### config.mk
export PLATFORM = sky130hd
export DESIGN_NAME = code_mem_flash_reader
export DESIGN_NICKNAME = d
export VERILOG_FILES = /design/src/rtl/code_mem_pkg.sv /design/src/rtl/code_mem_flash_reader.sv
export SDC_FILE = /design/constraint.sdc
export NUM_CORES = 1
export LEC_CHECK = 0
export ABC_CLOCK_PERIOD_IN_PS = 2800
export CORE_ASPECT_RATIO = 0.75
export CORE_MARGIN = 3
export CORE_UTILIZATION = 30
export DETAILED_ROUTE_END_ITERATION = 7
export GPL_ROUTABILITY_DRIVEN = 0
export PLACE_DENSITY = 0.55
export SYNTH_ARGS = -nofsm -noshare
export SYNTH_HDL_FRONTEND = slang
export SYNTH_SLANG_ARGS = --single-unit
### constraint.sdc
create_clock -name clk -period 2.8 [get_ports clk]
set_input_delay 0.28 -clock clk [delete_from_list [all_inputs] [get_ports clk]]
set_output_delay 0.28 -clock clk [all_outputs]
set_load 0.03 [all_outputs]
### src/rtl/code_mem_pkg.sv
// -----------------------------------------------------------------------------
// code_mem_pkg
//
// Shared definitions for the code-memory loader and its post-boot readers:
//   - on-chip code RAM geometry and the derived byte-address width
//   - the access-size encoding used by the MCU-side read front-end
//   - the state encoding of the multi-byte flash reader FSM
//   - a helper mapping an access size to the index of its last byte lane
// -----------------------------------------------------------------------------
package code_mem_pkg;

   localparam int ON_CHIP_CODE_RAM_SIZE_IN_BYTES = 32768;
   localparam int CODE_MEM_ADDR_WIDTH            = $clog2(ON_CHIP_CODE_RAM_SIZE_IN_BYTES);

   // Access size as encoded on req_size.
   typedef enum logic [1:0] {
      FLASH_RD_SIZE_1       = 2'd0,
      FLASH_RD_SIZE_2       = 2'd1,
      FLASH_RD_SIZE_4       = 2'd2,
      FLASH_RD_SIZE_ILLEGAL = 2'd3
   } flash_rd_size_e;

   // Flash reader FSM states.
   typedef enum logic [2:0] {
      S_IDLE  = 3'd0,
      S_READY = 3'd1,
      S_ISSUE = 3'd2,
      S_WAIT  = 3'd3,
      S_RESP  = 3'd4,
      S_FAULT = 3'd5
   } reader_state_e;

   // Index of the final byte lane for a legal size (2^size - 1).
   function automatic logic [1:0] last_byte_index(input flash_rd_size_e size);
      logic [1:0] idx;
      case (size)
         FLASH_RD_SIZE_1: idx = 2'd0;
         FLASH_RD_SIZE_2: idx = 2'd1;
         FLASH_RD_SIZE_4: idx = 2'd3;
         default:         idx = 2'd0;
      endcase
      return idx;
   endfunction

endpackage

### src/rtl/code_mem_flash_reader.sv
// -----------------------------------------------------------------------------
// code_mem_flash_reader
//
// Multi-byte read front-end for the code-memory loader's single-byte flash
// port. Accepts 1/2/4-byte little-endian requests from the MCU side over a
// ready/valid handshake, issues one byte read at a time to the loader,
// assembles the returned bytes and produces a single response strobe.
//
// Parameters
//   ADDR_WIDTH       byte-address width of the code RAM
//   TIMEOUT_CYCLES   wait cycles allowed per byte before a fault (1..65535)
//
// Ports
//   clk                in   clock, all logic on its rising edge
//   sync_reset         in   synchronous active-high reset
//   loader_done        in   loader power-on copy finished; byte port usable
//   req_valid          in   request present
//   req_ready          out  request accepted when high with req_valid
//   req_page           in   flash page index
//   req_addr           in   start byte address
//   req_size           in   0 = 1 byte, 1 = 2 bytes, 2 = 4 bytes, 3 = illegal
//   rsp_valid          out  one-cycle response strobe
//   rsp_data           out  assembled data, byte i in [8i+7:8i], unused lanes 0
//   rsp_error          out  qualifies rsp_valid: illegal size or timeout
//   flash_read_enable  out  one-cycle byte-read pulse to the loader
//   page_index         out  page to the loader
//   flash_byte_addr    out  byte address to the loader
//   flash_read_en_out  in   loader byte-valid strobe
//   flash_byte_out     in   loader byte data
//
// All outputs are registered. A timeout leaves the block in S_FAULT until
// sync_reset, since the loader may still complete the abandoned read.
// -----------------------------------------------------------------------------
module code_mem_flash_reader
   import code_mem_pkg::*;
#(
   parameter int ADDR_WIDTH     = CODE_MEM_ADDR_WIDTH,
   parameter int TIMEOUT_CYCLES = 255
) (
   input  logic                  clk,
   input  logic                  sync_reset,
   input  logic                  loader_done,

   input  logic                  req_valid,
   output logic                  req_ready,
   input  logic [3:0]            req_page,
   input  logic [ADDR_WIDTH-1:0] req_addr,
   input  logic [1:0]            req_size,

   output logic                  rsp_valid,
   output logic [31:0]           rsp_data,
   output logic                  rsp_error,

   output logic                  flash_read_enable,
   output logic [3:0]            page_index,
   output logic [ADDR_WIDTH-1:0] flash_byte_addr,
   input  logic                  flash_read_en_out,
   input  logic [7:0]            flash_byte_out
);

   // Terminal count of the per-byte wait counter.
   localparam logic [15:0] TIMEOUT_LAST = 16'(TIMEOUT_CYCLES - 1);

   reader_state_e         state;
   flash_rd_size_e        lat_size;
   logic [ADDR_WIDTH-1:0] lat_addr;
   logic [1:0]            byte_idx;
   logic [31:0]           acc;
   logic [15:0]           to_cnt;
   logic                  advance;    // next byte's address/pulse due this cycle
   logic                  timed_out;  // response in flight is a timeout fault

   // Place one byte into lane idx of the accumulator.
   function automatic logic [31:0] lane_merge(input logic [31:0] acc_in,
                                              input logic [1:0]  idx,
                                              input logic [7:0]  b);
      logic [31:0] r;
      r = acc_in;
      r[{idx, 3'b000} +: 8] = b;
      return r;
   endfunction

   logic [31:0] merged;
   assign merged = lane_merge(acc, byte_idx, flash_byte_out);

   // NOTE: sequential state uses non-blocking assignments only, so every
   // register samples pre-edge values regardless of statement order.
   always_ff @(posedge clk) begin
      if (sync_reset) begin
         state             <= S_IDLE;
         req_ready         <= 1'b0;
         rsp_valid         <= 1'b0;
         rsp_data          <= 32'd0;
         rsp_error         <= 1'b0;
         flash_read_enable <= 1'b0;
         page_index        <= 4'd0;
         flash_byte_addr   <= '0;
         lat_size          <= FLASH_RD_SIZE_1;
         lat_addr          <= '0;
         byte_idx          <= 2'd0;
         // NOTE: the accumulator is a plain register, not a memory, so it is
         // reset with everything else; a late byte can never leak into a
         // response after reset.
         acc               <= 32'd0;
         to_cnt            <= 16'd0;
         advance           <= 1'b0;
         timed_out         <= 1'b0;
      end else begin
         // One-cycle strobes default low.
         flash_read_enable <= 1'b0;
         rsp_valid         <= 1'b0;

         case (state)
            S_IDLE: begin
               if (loader_done) begin
                  req_ready <= 1'b1;
                  state     <= S_READY;
               end
            end

            S_READY: begin
               if (req_valid) begin
                  req_ready <= 1'b0;
                  lat_addr  <= req_addr;
                  lat_size  <= flash_rd_size_e'(req_size);
                  byte_idx  <= 2'd0;
                  acc       <= 32'd0;
                  timed_out <= 1'b0;
                  advance   <= 1'b0;
                  if (req_size == FLASH_RD_SIZE_ILLEGAL) begin
                     rsp_valid <= 1'b1;
                     rsp_data  <= 32'd0;
                     rsp_error <= 1'b1;
                     state     <= S_RESP;
                  end else begin
                     // Byte 0 is launched straight from the handshake so its
                     // pulse is visible in the S_ISSUE cycle right after.
                     page_index        <= req_page;
                     flash_byte_addr   <= req_addr;
                     flash_read_enable <= 1'b1;
                     state             <= S_ISSUE;
                  end
               end
            end

            // Pulse cycle: the loader sees flash_read_enable now.
            S_ISSUE: begin
               to_cnt <= 16'd0;
               state  <= S_WAIT;
            end

            S_WAIT: begin
               if (advance) begin
                  // Address wraps inside the code RAM; the page is fixed.
                  advance           <= 1'b0;
                  flash_byte_addr   <= lat_addr + ADDR_WIDTH'(byte_idx);
                  flash_read_enable <= 1'b1;
                  state             <= S_ISSUE;
               end else if (flash_read_en_out) begin
                  acc <= merged;
                  if (byte_idx == last_byte_index(lat_size)) begin
                     rsp_valid <= 1'b1;
                     rsp_data  <= merged;
                     rsp_error <= 1'b0;
                     state     <= S_RESP;
                  end else begin
                     byte_idx <= byte_idx + 2'd1;
                     advance  <= 1'b1;
                  end
               end else if (to_cnt >= TIMEOUT_LAST) begin
                  rsp_valid <= 1'b1;
                  rsp_data  <= acc;
                  rsp_error <= 1'b1;
                  timed_out <= 1'b1;
                  state     <= S_RESP;
               end else if (to_cnt != 16'hFFFF) begin
                  to_cnt <= to_cnt + 16'd1;
               end
            end

            S_RESP: begin
               if (timed_out) begin
                  state <= S_FAULT;
               end else begin
                  req_ready <= 1'b1;
                  state     <= S_READY;
               end
            end

            // Sticky: the loader may still answer the abandoned read.
            S_FAULT: begin
               state <= S_FAULT;
            end

            default: begin
               req_ready <= 1'b0;
               state     <= S_IDLE;
            end
         endcase
      end
   end

endmodule

==> results.md <==
- Status: complete, no violations
- PD cells: 585 nW/um^2
- Routed wire length: ~16000 microns
- Rows: 43
- RSZ-0062 raised after global routing: false
- Final setup vio count: 0
- Worst EP required: 3.10 ns
- Critical Path Source Type: register
- Largest net degree at the start of global routing: 43
- Hold_buf cts: 0
- Crit path max fanout: 10
- Clock Skews: 0.00987 ns
- XOR/XNOR Fraction of Synth Area: under 10%
- Cell Count, Final, Fillers Out: 1004
- CTS sink count: 127
- Routed Antenna Nets: 0
- Synth Flop Type: dfxtp_1
- Area grow syn2layout: 28.4%
- Port Buffers: 88
- Syn Inst Count: 656
- Initial DRT Pass Iterations: 5
- Final Cycle Share: 85.4%
- Compound-Gate Fraction of Synth Area: a little under 20%
- Peak supply drop: 0.000360 V
- DPL Wire Length: 11700 microns
- F_max: 418 MHz
- Syn Area/Cell: 9.01 sq um
- Initial antenna violation count: 0
- Vias in the first global route: around 5000
- Seq/Total Area, Yosys: 43.0%
- CTS Buffer Depth: 2
- ANT cells: 0
- Largest family of logic cells by synthesized area: simple AND/OR/NAND/NOR gates
- Share of cells above drive strength 1: 12.3%
- DRC Markers: 0
- Critical path class: reg -> reg
- Area leader, netlist: dfxtp_1
- WP data arrival: approximately 2.7 ns
- Area of the mapped netlist: slightly below 6000 sq um
- Synth cell types: 65
- Post-synthesis simple-gate area fraction: 21.6%
- Type of the worst min-delay path: in -> reg
- Initial DRC Count: 290
- DR WL/cell: ~16 microns
- Clk_lat worst skew: 0.43 ns
- Post-Syn Nets: 701
- Via Count: 5092
- Synth Warn #: 0
- TritonCTS clock tree: built
- CTS Root Cell: clkbuf_16
- Crit Reg-Reg Startpoint: byte_idx[0]
- Die X: 168 microns
- Total congestion overflow: 0
- FF+latch count, synth: approximately 130
- Total negative slack: 0 ns
- Via-to-Cell Ratio: 5.07
- Starting Density: 31.3%
- NumNets Final: 789
- R2R setup slack: 0.41 ns
- Top cell type's share of synthesized area: 43.0%
- Die span in y: around 130 microns
- Final min period: roughly 2.4 ns
- H-Tree Depth: 4
- FFs w/ async S/R, synth: 0%
- Leakage power: 2.69 nW
- Placed Cells: 972
- Post-synth top cells: 127 x dfxtp_1, 83 x nand2_1, 60 x nor2_1, 41 x a21oi_1, 41 x nor2b_1
- Die area: 21400 sq um
- GRT Util Overall: between 10% and 20%
- Fillcell total: between 1500 and 2000
- Dominant cell by count in the synthesized netlist: dfxtp_1
- Synth area leaders: dfxtp_1 43%, nand2_1 5.3%, mux2_2 5.1%, a22oi_1 4.6%, nor2b_1 4.3%
- Mux share of post-synthesis cell area: 6.44%
- Final hold violation count: 0
- Worst Reg-to-Reg Cells: 7
- Number of synthesized flops with an enable pin: 0
- Max_slew headroom: 43.8%
- Core area: 18900 sq um
- R2R Path End: rsp_data[16]
- Postcts setup bufs: 0
- CP endpoint kind: register
- Max-slew violations: 0
- Worst-Margin Slew: 0.844 ns
- Post-CTS resize count: 0
- Clock transition at path regs: 0.05 ns
- Adder-cell share of the synthesized area: 2.46%
- Clock buffer count from CTS: 17
- Number of max-cap violations: 0
- I/O pin total: 89
- Critical path origin: byte_idx[0]
- Worst Setup EP: rsp_data[16]
- First-pass GRT wire length: ~27000 microns
## metal layers
metal | track usage (%) | wire [microns]
met5 | 0 | 0
met4 | 5.05 | 233
met3 | 4.30 | 833
met2 | 22.1 | 6810
met1 | 22.8 | 8620
## sequential cells by signal, indices dropped and copies added (netlist names), 2 cells and up
signal           count
acc                 32
byte_idx             2
flash_byte_addr     15
lat_addr            15
lat_size             2
page_index           4
rsp_data            32
state                3
to_cnt              16
## through the flow
| stage | cell area (sq um) | total power [W] | util, % | setup WS [ns] | hold WS [ns] |
|---|---|---|---|---|---|
| global placement | 7040 | 0.00240 | 37.3 | 0.397 | 0.436 |
| floorplan | 5910 | 0.00222 | - | 0.722 | 0.416 |
| CTS | 7590 | 0.00448 | 40.2 | 0.365 | 0.373 |
| finish | 7590 | 0.00444 | 40.2 | 0.409 | 0.389 |
| detailed placement | 7040 | 0.00241 | 37.3 | 0.340 | 0.443 |
| global route | 7590 | 0.00460 | 40.2 | 0.146 | 0.398 |
## cell type report
cell class / instances / area [sq um] / share of cell area (%)
repair buffers: 104 / 1010 / 13.3
clock inverters: 11 / 91.3 / 1.20
well taps: 247 / 309 / 4.07
inverters: 19 / 71.3 / 0.940
flip-flops and latches: 127 / 2540 / 33.5
clock buffers: 21 / 460 / 6.07
multi-input cells: 475 / 3110 / 40.9
## power breakdown
group	switching (W)	total [W]	internal [W]
Combinational	0.000284	0.000475	0.000190
Clock	0.000811	0.00207	0.00126
Sequential	0.0000460	0.00190	0.00185
Total	0.00114	0.00444	0.00330
## critical path, cell delays in order, from the launching register on
cell and delay, ns:
dfxtp_1 0.55, inv_1 0.25, ha_1 0.45, nor3b_1 0.19, and3_1 0.30, a22oi_1 0.20
nor2_1 0.06, mux2_2 0.26
## layout by cell type, fill, tap and decap left out, types with 12 or more instances in the layout
| cell type | instances |
|---|---|
| dfxtp_1 | 127 |
| clkdlybuf4s50_1 | 87 |
| nand2_1 | 83 |
| nor2_1 | 60 |
| nor2b_1 | 41 |
| a21oi_1 | 41 |
| a22oi_1 | 36 |
| mux2_2 | 27 |
| a22o_1 | 24 |
| inv_1 | 19 |
| o21ai_0 | 17 |
| clkbuf_16 | 17 |
| buf_4 | 15 |
| xnor2_1 | 12 |
## kinds of logic (layout without fill, tap and decap cells)
kind of cell    count (synthesis)  count (layout)
buf+inv                        54             155
flops                         127             127
fa+ha+maj                      11              11
xor+xnor                       19              19
compound gates                159             159
simple gates                  252             252
mux                            34              34
## how the worst min path moves through the flow
stage / startpoint / endpoint / depth (start not counted)
after CTS: sync_reset / to_cnt[0] / 3
after detailed placement: acc[9] / acc[9] / 2
after floorplan: req_size[0] / lat_size[0] / 2
after global placement: acc[14] / acc[14] / 2
after global routing: sync_reset / to_cnt[0] / 3
final: sync_reset / to_cnt[0] / 3
(Power assumes the default switching activity.)
